===== src/rtl/ether_pkg.sv =====
// ether_pkg: constants and types shared by the Ethernet MAC blocks.
//   RMII preamble/SFD dibits, CRC-32 (reflected) constants, frame size
//   limits, broadcast address, receive FSM state encoding and a helper that
//   picks one byte of a MAC address in wire order.
package ether_pkg;

    localparam logic [1:0]  PREAMBLE_DIBIT = 2'b01;
    localparam logic [1:0]  SFD_DIBIT      = 2'b11;

    localparam logic [31:0] CRC_INIT       = 32'hFFFF_FFFF;
    localparam logic [31:0] CRC_POLY       = 32'hEDB8_8320;
    localparam logic [31:0] CRC_RESIDUE    = 32'hDEBB_20E3;

    localparam int          BYTE_CNT_W     = 11;
    localparam logic [10:0] MIN_FRAME      = 11'd64;
    localparam logic [10:0] MAX_FRAME      = 11'd1518;
    localparam logic [47:0] BROADCAST_MAC  = 48'hFFFF_FFFF_FFFF;

    typedef enum logic [1:0] {
        ST_IDLE,
        ST_PREAMBLE,
        ST_FRAME,
        ST_DROP
    } rx_state_t;

    // Byte idx (0 = first on the wire) of a MAC address whose first wire
    // byte is the MSB.
    function automatic logic [7:0] mac_byte(input logic [47:0] mac,
                                            input logic [2:0]  idx);
        logic [47:0] v_s;
        v_s = mac << (6'd8 * idx);
        return v_s[47:40];
    endfunction

endpackage


===== src/rtl/crc32_dibit.sv =====
// crc32_dibit: combinational CRC-32 (reflected, poly 0xEDB88320) advance by
// one RMII dibit. i_dibit[0] is the earlier bit on the wire.
//   i_crc   [31:0]  current CRC register
//   i_dibit [1:0]   received dibit
//   o_crc   [31:0]  CRC register after both bits
module crc32_dibit
    import ether_pkg::*;
(
    input  logic [31:0] i_crc,
    input  logic [1:0]  i_dibit,
    output logic [31:0] o_crc
);

    logic [31:0] w_c1;

    always_comb begin
        w_c1  = {1'b0, i_crc[31:1]} ^ ((i_crc[0] ^ i_dibit[0]) ? CRC_POLY : 32'h0);
        o_crc = {1'b0, w_c1[31:1]}  ^ ((w_c1[0]  ^ i_dibit[1]) ? CRC_POLY : 32'h0);
    end

endmodule


===== src/rtl/rmii_frame_rx.sv =====
// rmii_frame_rx: RMII receive MAC front end. Strips preamble/SFD, filters on
// destination MAC (own unicast or broadcast), checks byte alignment, length
// and FCS, and publishes the EtherType and first 32 payload bits of each
// accepted frame with a one-cycle valid pulse.
//   i_clk        50 MHz RMII reference clock
//   i_rst        synchronous active-high reset
//   i_crsdv      RMII carrier-sense / data-valid
//   i_rxd[1:0]   RMII dibit, bit 0 earlier
//   o_ethertype  EtherType of last accepted frame
//   o_data       first 4 payload bytes of last accepted frame
//   o_valid      one-cycle pulse per accepted frame
module rmii_frame_rx
    import ether_pkg::*;
#(
    parameter logic [47:0] FPGA_MAC = 48'h69_69_5A_06_54_91
) (
    input  logic        i_clk,
    input  logic        i_rst,
    input  logic        i_crsdv,
    input  logic [1:0]  i_rxd,
    output logic [15:0] o_ethertype,
    output logic [31:0] o_data,
    output logic        o_valid
);

    rx_state_t              r_state, w_next;
    logic [31:0]            r_crc;
    logic [31:0]            w_crc_nxt;
    logic [1:0]             r_dcnt;
    logic [5:0]             r_sh;       // three earlier dibits of current byte
    logic [BYTE_CNT_W-1:0]  r_bcnt;
    logic                   r_uc_ok;    // dest bytes so far match FPGA_MAC
    logic                   r_bc_ok;    // dest bytes so far match broadcast
    logic [15:0]            r_et_sh;
    logic [31:0]            r_data_sh;
    logic [15:0]            r_ethertype;
    logic [31:0]            r_data;
    logic                   r_valid;

    logic [7:0]             w_byte;
    logic                   w_byte_done;
    logic                   w_in_dst;
    logic                   w_uc_hit;
    logic                   w_bc_hit;
    logic                   w_len_ok;
    logic                   w_accept;
    logic [BYTE_CNT_W-1:0]  w_bcnt_inc;

    crc32_dibit u_crc (
        .i_crc   (r_crc),
        .i_dibit (i_rxd),
        .o_crc   (w_crc_nxt)
    );

    assign w_byte      = {i_rxd, r_sh};
    assign w_byte_done = (r_state == ST_FRAME) && i_crsdv && (r_dcnt == 2'd3);
    assign w_in_dst    = (r_bcnt < 11'd6);
    assign w_uc_hit    = r_uc_ok && (w_byte == mac_byte(FPGA_MAC, r_bcnt[2:0]));
    assign w_bc_hit    = r_bc_ok && (w_byte == mac_byte(BROADCAST_MAC, r_bcnt[2:0]));
    assign w_len_ok    = (r_bcnt >= MIN_FRAME) && (r_bcnt <= MAX_FRAME);
    assign w_bcnt_inc  = (&r_bcnt) ? r_bcnt : r_bcnt + 11'd1;

    always_ff @(posedge i_clk) begin
        if (i_rst) r_state <= ST_IDLE;
        else       r_state <= w_next;
    end

    always_comb begin
        w_next   = r_state;
        w_accept = 1'b0;
        case (r_state)
            // IDLE evaluates the first carrier dibit exactly like PREAMBLE.
            ST_IDLE, ST_PREAMBLE: begin
                if (!i_crsdv)                     w_next = ST_IDLE;
                else if (i_rxd == PREAMBLE_DIBIT) w_next = ST_PREAMBLE;
                else if (i_rxd == SFD_DIBIT)      w_next = ST_FRAME;
                else                              w_next = ST_DROP;
            end
            ST_FRAME: begin
                if (!i_crsdv) begin
                    w_next   = ST_IDLE;
                    w_accept = (r_dcnt == 2'd0) && w_len_ok && (r_crc == CRC_RESIDUE);
                end else if (w_byte_done && w_in_dst && !w_uc_hit && !w_bc_hit) begin
                    w_next = ST_DROP;
                end else if (w_byte_done && (r_bcnt >= MAX_FRAME)) begin
                    // this byte takes the count past the maximum
                    w_next = ST_DROP;
                end
            end
            ST_DROP: begin
                if (!i_crsdv) w_next = ST_IDLE;
            end
            default: w_next = ST_IDLE;
        endcase
    end

    always_ff @(posedge i_clk) begin
        if (i_rst) begin
            r_crc       <= CRC_INIT;
            r_dcnt      <= 2'd0;
            r_sh        <= 6'd0;
            r_bcnt      <= '0;
            r_uc_ok     <= 1'b1;
            r_bc_ok     <= 1'b1;
            r_et_sh     <= 16'h0;
            r_data_sh   <= 32'h0;
            r_ethertype <= 16'h0;
            r_data      <= 32'h0;
            r_valid     <= 1'b0;
        end else begin
            r_valid <= w_accept;
            if (w_accept) begin
                r_ethertype <= r_et_sh;
                r_data      <= r_data_sh;
            end
            if (r_state == ST_FRAME) begin
                if (i_crsdv) begin
                    r_crc  <= w_crc_nxt;
                    r_dcnt <= r_dcnt + 2'd1;
                    r_sh   <= {i_rxd, r_sh[5:2]};
                    if (r_dcnt == 2'd3) begin
                        r_bcnt <= w_bcnt_inc;
                        if (w_in_dst) begin
                            r_uc_ok <= w_uc_hit;
                            r_bc_ok <= w_bc_hit;
                        end
                        if (r_bcnt == 11'd12 || r_bcnt == 11'd13)
                            r_et_sh <= {r_et_sh[7:0], w_byte};
                        if (r_bcnt >= 11'd14 && r_bcnt <= 11'd17)
                            r_data_sh <= {r_data_sh[23:0], w_byte};
                    end
                end
            end else begin
                // Outside a frame, keep the per-frame state primed so a frame
                // can start after a single idle cycle.
                r_crc   <= CRC_INIT;
                r_dcnt  <= 2'd0;
                r_bcnt  <= '0;
                r_uc_ok <= 1'b1;
                r_bc_ok <= 1'b1;
            end
        end
    end

    assign o_ethertype = r_ethertype;
    assign o_data      = r_data;
    assign o_valid     = r_valid;

endmodule


===== config.mk =====
export PLATFORM = sky130hd
export DESIGN_NAME = rmii_frame_rx
export DESIGN_NICKNAME = d
export VERILOG_FILES = /design/src/rtl/ether_pkg.sv /design/src/rtl/crc32_dibit.sv /design/src/rtl/rmii_frame_rx.sv
export SDC_FILE = /design/constraint.sdc
export NUM_CORES = 1
export LEC_CHECK = 0
export CORE_MARGIN = 4
export CORE_UTILIZATION = 65
export DETAILED_ROUTE_END_ITERATION = 8
export DONT_BUFFER_PORTS = 1
export PLACE_DENSITY = 0.87
export SETUP_SLACK_MARGIN = 0.2
export SYNTH_ARGS = -nofsm -noshare
export SYNTH_HDL_FRONTEND = slang
export SYNTH_SLANG_ARGS = --single-unit

===== constraint.sdc =====
create_clock -name i_clk -period 6.1 [get_ports i_clk]
set_clock_uncertainty 0.2 [all_clocks]
set_input_delay 1.22 -clock i_clk [delete_from_list [all_inputs] [get_ports i_clk]]
set_output_delay 1.22 -clock i_clk [all_outputs]
set_load 0.02 [all_outputs]

==> metrics.cfg, run 1 <==
[clocking]
cts_setup_buffers = 0
clk_pin_slew_worst_paths_ps = 60
htreeDepth = 4
clock_latency_ps = 520
cts_resized = 0
tritoncts = built
clock-sinks = 152
holdBufCountCts = 0
numCtsBuffers = 17
cts_buffer_depth = 2
root_buffer = clkbuf_8

[routing]
wl_um = 12500
vias = 4499
drt-pass1-iter-count = 5
routedWlPerCell_um = 15.5
drt_iter0_drc = 299
drt.antenna.violating_nets = 0
drc = 0
via_per_inst = 5.60

[global_route]
use_met3 = 0.0663
grt_max_degree = 155
grt.met2_usage = 0.377
grt_pass1_vias = 4467
grtUsageTotal = 0.223
grt_antenna_before_repair = 0
grt_first_pass_wirelength_um = 20800
gr-usage-met1 = 0.262
grt-busiest-layer = met2
grt-ovfl-total = 0

[timing]
slew_headroom = 0.406
finalSetupViolCount = 0
tightest_slew_ps = 891
fin_ws_ps = 3100
period_share = 0.492
slew_violations = 0
fin_crit_ps = 3000
clock.fmax_mhz = 333
finalHoldViolations = 0
whs_ps = 271
rsz0062_at_grt = false
tns_ps = 0

[synth]
syn_area_um2 = 6580
syn-num-nets = 699
avgSynthCellArea_um2 = 9.57
yosys_warnings = 0
ys_seq_elements = 152
syn_inst = 687
yosysTopAreaCell = dfxtp_1
ys_seq_area_frac = 0.463
yosys-top-cells-area = dfxtp_1, mux2i_1, nand2b_1, nor2_1, nand2_1
synth_cell_type_count = 47
synth_largest_type_area_fraction = 0.463

[die]
initial_utilization = 0.670
die_area_um2 = 11800
core_um2 = 9820
die_h_um = 109
io_pins = 54
rows = 36
die_width_um = 109

[finish]
drive_above_1_share = 0.0611
antenna_cells = 0
fin_nets = 671
post-route-util = 0.737
syn2layout_area_growth_pct = 10.0

[critical_path]
cp_slowest_stage_delay_ps = 920
required_ps = 6310
path_class = in2reg
crit_fanout = 53
path_cells = nand2_1, or4b_1, or4_1, mux2i_1, nor2_1
endpoint_kind = flop
cp-start-kind = primary input
slowest_stage = or4_1
critical_path_buf_inv_count = 0
crit_family = simple AND/OR/NAND/NOR gates
worst_ep_arrival_time_ps = 3210

[run]
drv_cap = 0

[power_and_ir_drop]
ir_drop_mv = 0.159
powerDensity_nw_per_um2 = 305
p_leak_nw = 3.24
p_total_mw = 2.21

[min_path]
hold_path_class = reg2reg

[placement]
hpwl_um = 7850
finalWeightedCongestion = 0.787
place_ws_ps = 2650
io_buffers = 0

[run_status]
status = completed

==> registers in the layout, summed over array words and instances (netlist names) <==
signal       flops
r_data_sh       32
r_et_sh         16
r_bc_ok          1
r_sh             6
o_data          32
r_uc_ok          1
r_bcnt          11
o_valid          1
r_state          2
r_crc           32
r_dcnt           2
o_ethertype     16
==> where the power goes <==
| part | switching, mW | leakage, nW | internal [mW] |
|---|---|---|---|
| clock network | 0.397 | 0.316 | 0.758 |
| logic | 0.0214 | 1.70 | 0.0289 |
| registers | 0.00429 | 1.23 | 0.997 |
==> worst paths after layout <==
path	from	to	slack, ps	cells past startpoint
setup reg to reg	r_dcnt[0]$_SDFFE_PP0P_	r_et_sh[11]$_SDFFE_PP0P_	3220	6
hold reg to reg	r_data_sh[27]$_SDFFE_PP0P_	o_data[27]$_SDFFE_PP0P_	270	2
hold / removal	r_data_sh[27]$_SDFFE_PP0P_	o_data[27]$_SDFFE_PP0P_	270	2
setup / recovery	i_crsdv	r_et_sh[11]$_SDFFE_PP0P_	3100	5
==> tightest hold or removal path: cells and delay by family, from the launching register on <==
kind,cells,cell delay [ps]
DFF,1,310
muxes,1,60
and+or+nand+nor,1,60
==> metal layers <==
layer	vias to the layer above	wire, um
met1	2117	5330
li1	2241	-
met3	27	606
met4	0	227
met2	114	6330
met5	-	0
==> Yosys cell counts (all sizes together) <==
cell type and n:
a31o 1, nor4b 3, nand2 55, nand3b 2
nor2b 1, nand3 9, nor2 76, or2 1
nor3b 1, ha 7, nor4bb 2, and4b 2
inv 4, or4bb 1, or4 3, nand4b 1
nor3 3, mux2i 121, a21o 1, buf 13
o22a 1, clkbuf 39, a31oi 2, nand4 8
xor2 19, nor4 5, dfxtp 152, and3 1
o211ai 2, o32a 1, xnor2 18, o41ai 1
nand2b 99, a21oi 4, and2 1, or4b 2
a211o 3, and4 2, a41oi 2, o21ai 18
==> final cells by class <==
class                           count  area (um^2)
Clock buffer                       20          435
Clock inverter                     11          219
Fill cell                         672         2590
Inverter                            4         15.0
Multi-Input combinational cell    479         3320
Sequential cell                   152         3040
Tap cell                          133          166
Timing Repair Buffer                5         37.5
==> layout by cell type (no fill, tap or decap), types with 2 or more instances in the layout <==
master	count
mux2i_1	121
nand2_1	55
nand3_1	8
nor4b_1	3
bufinv_16	6
a31oi_1	2
nor2_1	76
nor4bb_1	2
o21ai_0	17
dfxtp_1	152
nand2b_1	99
xor2_1	18
a211o_1	3
a21oi_1	4
clkbuf_8	2
and4b_1	2
clkbuf_1	2
nor3_1	3
nand4_1	8
or4_1	2
ha_1	7
inv_6	2
and4_1	2
xnor2_1	18
a41oi_1	2
nor4_1	4
buf_4	5
clkbuf_16	16
inv_1	4
nand3b_1	2
o211ai_1	2
==> per-stage QoR <==
stage               std cells  instance area [um^2]
global route              804                  7230
CTS                       804                  7230
floorplan                 687                  6580
detailed placement        773                  6580
global placement          773                  6580
finish                    804                  7230
==> cells by family after synthesis <==
logic type / synth area share
adder cells (fa/ha/maj): 0.0133
multiplexers: 0.184
XOR/XNOR: 0.0504
flip-flops: 0.463
buffers and inverters: 0.0335
AO/OA/AOI/OAI: 0.0343
AND/OR/NAND/NOR: 0.222
Power figures use the tool's default switching activity.
==> inputs of run 2 (changes only) <==
--- a/config.mk
+++ b/config.mk
@@ -6,10 +6,10 @@
 export NUM_CORES = 1
 export LEC_CHECK = 0
 export CORE_MARGIN = 4
-export CORE_UTILIZATION = 65
+export CORE_UTILIZATION = 57
 export DETAILED_ROUTE_END_ITERATION = 8
 export DONT_BUFFER_PORTS = 1
-export PLACE_DENSITY = 0.87
+export PLACE_DENSITY = 0.81
 export SETUP_SLACK_MARGIN = 0.2
 export SYNTH_ARGS = -nofsm -noshare
 export SYNTH_HDL_FRONTEND = slang
==> constraint.sdc (replaced) <==
create_clock -name i_clk -period 2.6 [get_ports i_clk]
set_clock_uncertainty 0.2 [all_clocks]
set_input_delay 0.52 -clock i_clk [delete_from_list [all_inputs] [get_ports i_clk]]
set_output_delay 0.52 -clock i_clk [all_outputs]
set_load 0.02 [all_outputs]
==> metrics.cfg, run 2 (synthesis gave the netlist of run 1 again) <==
[critical_path]
cp_slowest_stage_delay_ps = 500
worst_ep_arrival_time_ps = 2560
critical_path_buf_inv_count = 0
path_cells = nor4_4, or4b_4, or4_4, or4_4, o21ai_2
crit_fanout = 6
endpoint_kind = flop
r2r_start = r_bcnt[10]$_SDFFE_PP0P_
required_ps = 2750
crit_family = simple AND/OR/NAND/NOR gates
path_class = reg2reg
slowest_stage = or4b_4
cpMostUsedCell = or4_4
critPathLaunch = r_bcnt[10]$_SDFFE_PP0P_
cp-start-kind = flop

[placement]
place_ws_ps = 169
finalWeightedCongestion = 0.814
hpwl_um = 7890
dpl_cell_area_um2 = 6640
dp.cells = 783
io_buffers = 0

[timing]
whs_ps = 30.9
period_share = 0.929
fin_ws_ps = 185
tightest_slew_ps = 505
finalSetupViolCount = 0
clock.fmax_mhz = 414
finalHoldViolations = 0
slew_violations = 0
tns_ps = 0
rsz0062_at_grt = true
fin_crit_ps = 2410
slew_headroom = 0.659

[die]
io_pins = 54
initial_utilization = 0.594
rows = 38
die_h_um = 115
core_um2 = 11100
die_area_um2 = 13300
die_width_um = 115

[routing]
drt-pass1-iter-count = 4
vias = 4542
via_per_inst = 5.54
drc = 0
routedWlPerCell_um = 16.2
drt_iter0_drc = 294
wl_um = 13300
drt.antenna.violating_nets = 0

[global_route]
grtUsageTotal = 0.196
grt-ovfl-total = 0
grt_first_pass_wirelength_um = 20900
grt_antenna_before_repair = 0
grt_pass1_vias = 4392
grt_max_degree = 101

[clocking]
clock-sinks = 152
numCtsBuffers = 17
root_buffer = clkbuf_16
clock_latency_ps = 420
htreeDepth = 4
cts_buffer_depth = 2
cts_setup_buffers = 0
clk_pin_slew_worst_paths_ps = 60
tritoncts = built

[finish]
drive_above_1_share = 0.0956
post-route-util = 0.669
instances_no_fill = 820
fillers = 850
fin_nets = 679
layout_commonest_cell = dfxtp_1
antenna_cells = 0
final_area_um2 = 7420
layout_common_cells = dfxtp_1, mux2i_1, nand2b_1
syn2layout_area_growth_pct = 12.8

[power_and_ir_drop]
powerDensity_nw_per_um2 = 671
p_leak_nw = 3.31
ir_drop_mv = 0.478
p_total_mw = 4.98

[min_path]
hp-start = i_crsdv
hold_path_class = in2reg

[run_status]
status = completed

[run]
drv_cap = 0

-- run 2: power breakdown --
group / switching [mW] / internal [mW]
clock: 0.975 / 1.52
combinational: 0.0653 / 0.0730
sequential: 0.0104 / 2.34
-- run 2: worst reg2reg max path, stage by stage, from the launching register on --
cell and delay [ps]:
dfxtp_4 370, nor4_4 270, or4b_4 500, or4_4 440, or4_4 430, o21ai_2 130
-- run 2: what timing repair did --
action                                  CTS  global route
hold buffers                              2             0
pin swaps                                 0             3
cloned                                    0             3
endpoints found under the setup margin    7            92
hold endpoints to repair                 56             0
gates resized for setup                   3            15
-- run 2: final timing paths --
kind,endpoint,slack [ps],cells after the start
worst min register to register,o_ethertype[14]$_SDFFE_PP0P_,270,2
worst max-delay path,r_state[0]$_SDFFE_PP0P_,190,5
worst min-delay path,r_crc[0]$_SDFFE_PP1P_,30,2
worst max register to register,r_state[0]$_SDFFE_PP0P_,190,5
-- run 2: per-layer routing --
layer  vias up  GRT usage  share of wire
li1       2264          -              -
met1      2156      0.239           0.44
met2        98      0.319           0.49
met3        24     0.0579          0.056
met4         0     0.0869          0.019
met5         -          0              0
-- run 2: area by class of cell --
| class | instances | area, um^2 | area share |
|---|---|---|---|
| clock inverters | 14 | 174 | 0.0235 |
| flip-flops and latches | 152 | 3050 | 0.412 |
| inverters | 4 | 15.0 | 0.00202 |
| repair buffers | 13 | 193 | 0.0260 |
| clock buffers | 18 | 429 | 0.0579 |
| well taps | 140 | 175 | 0.0236 |
| multi-input cells | 479 | 3380 | 0.455 |
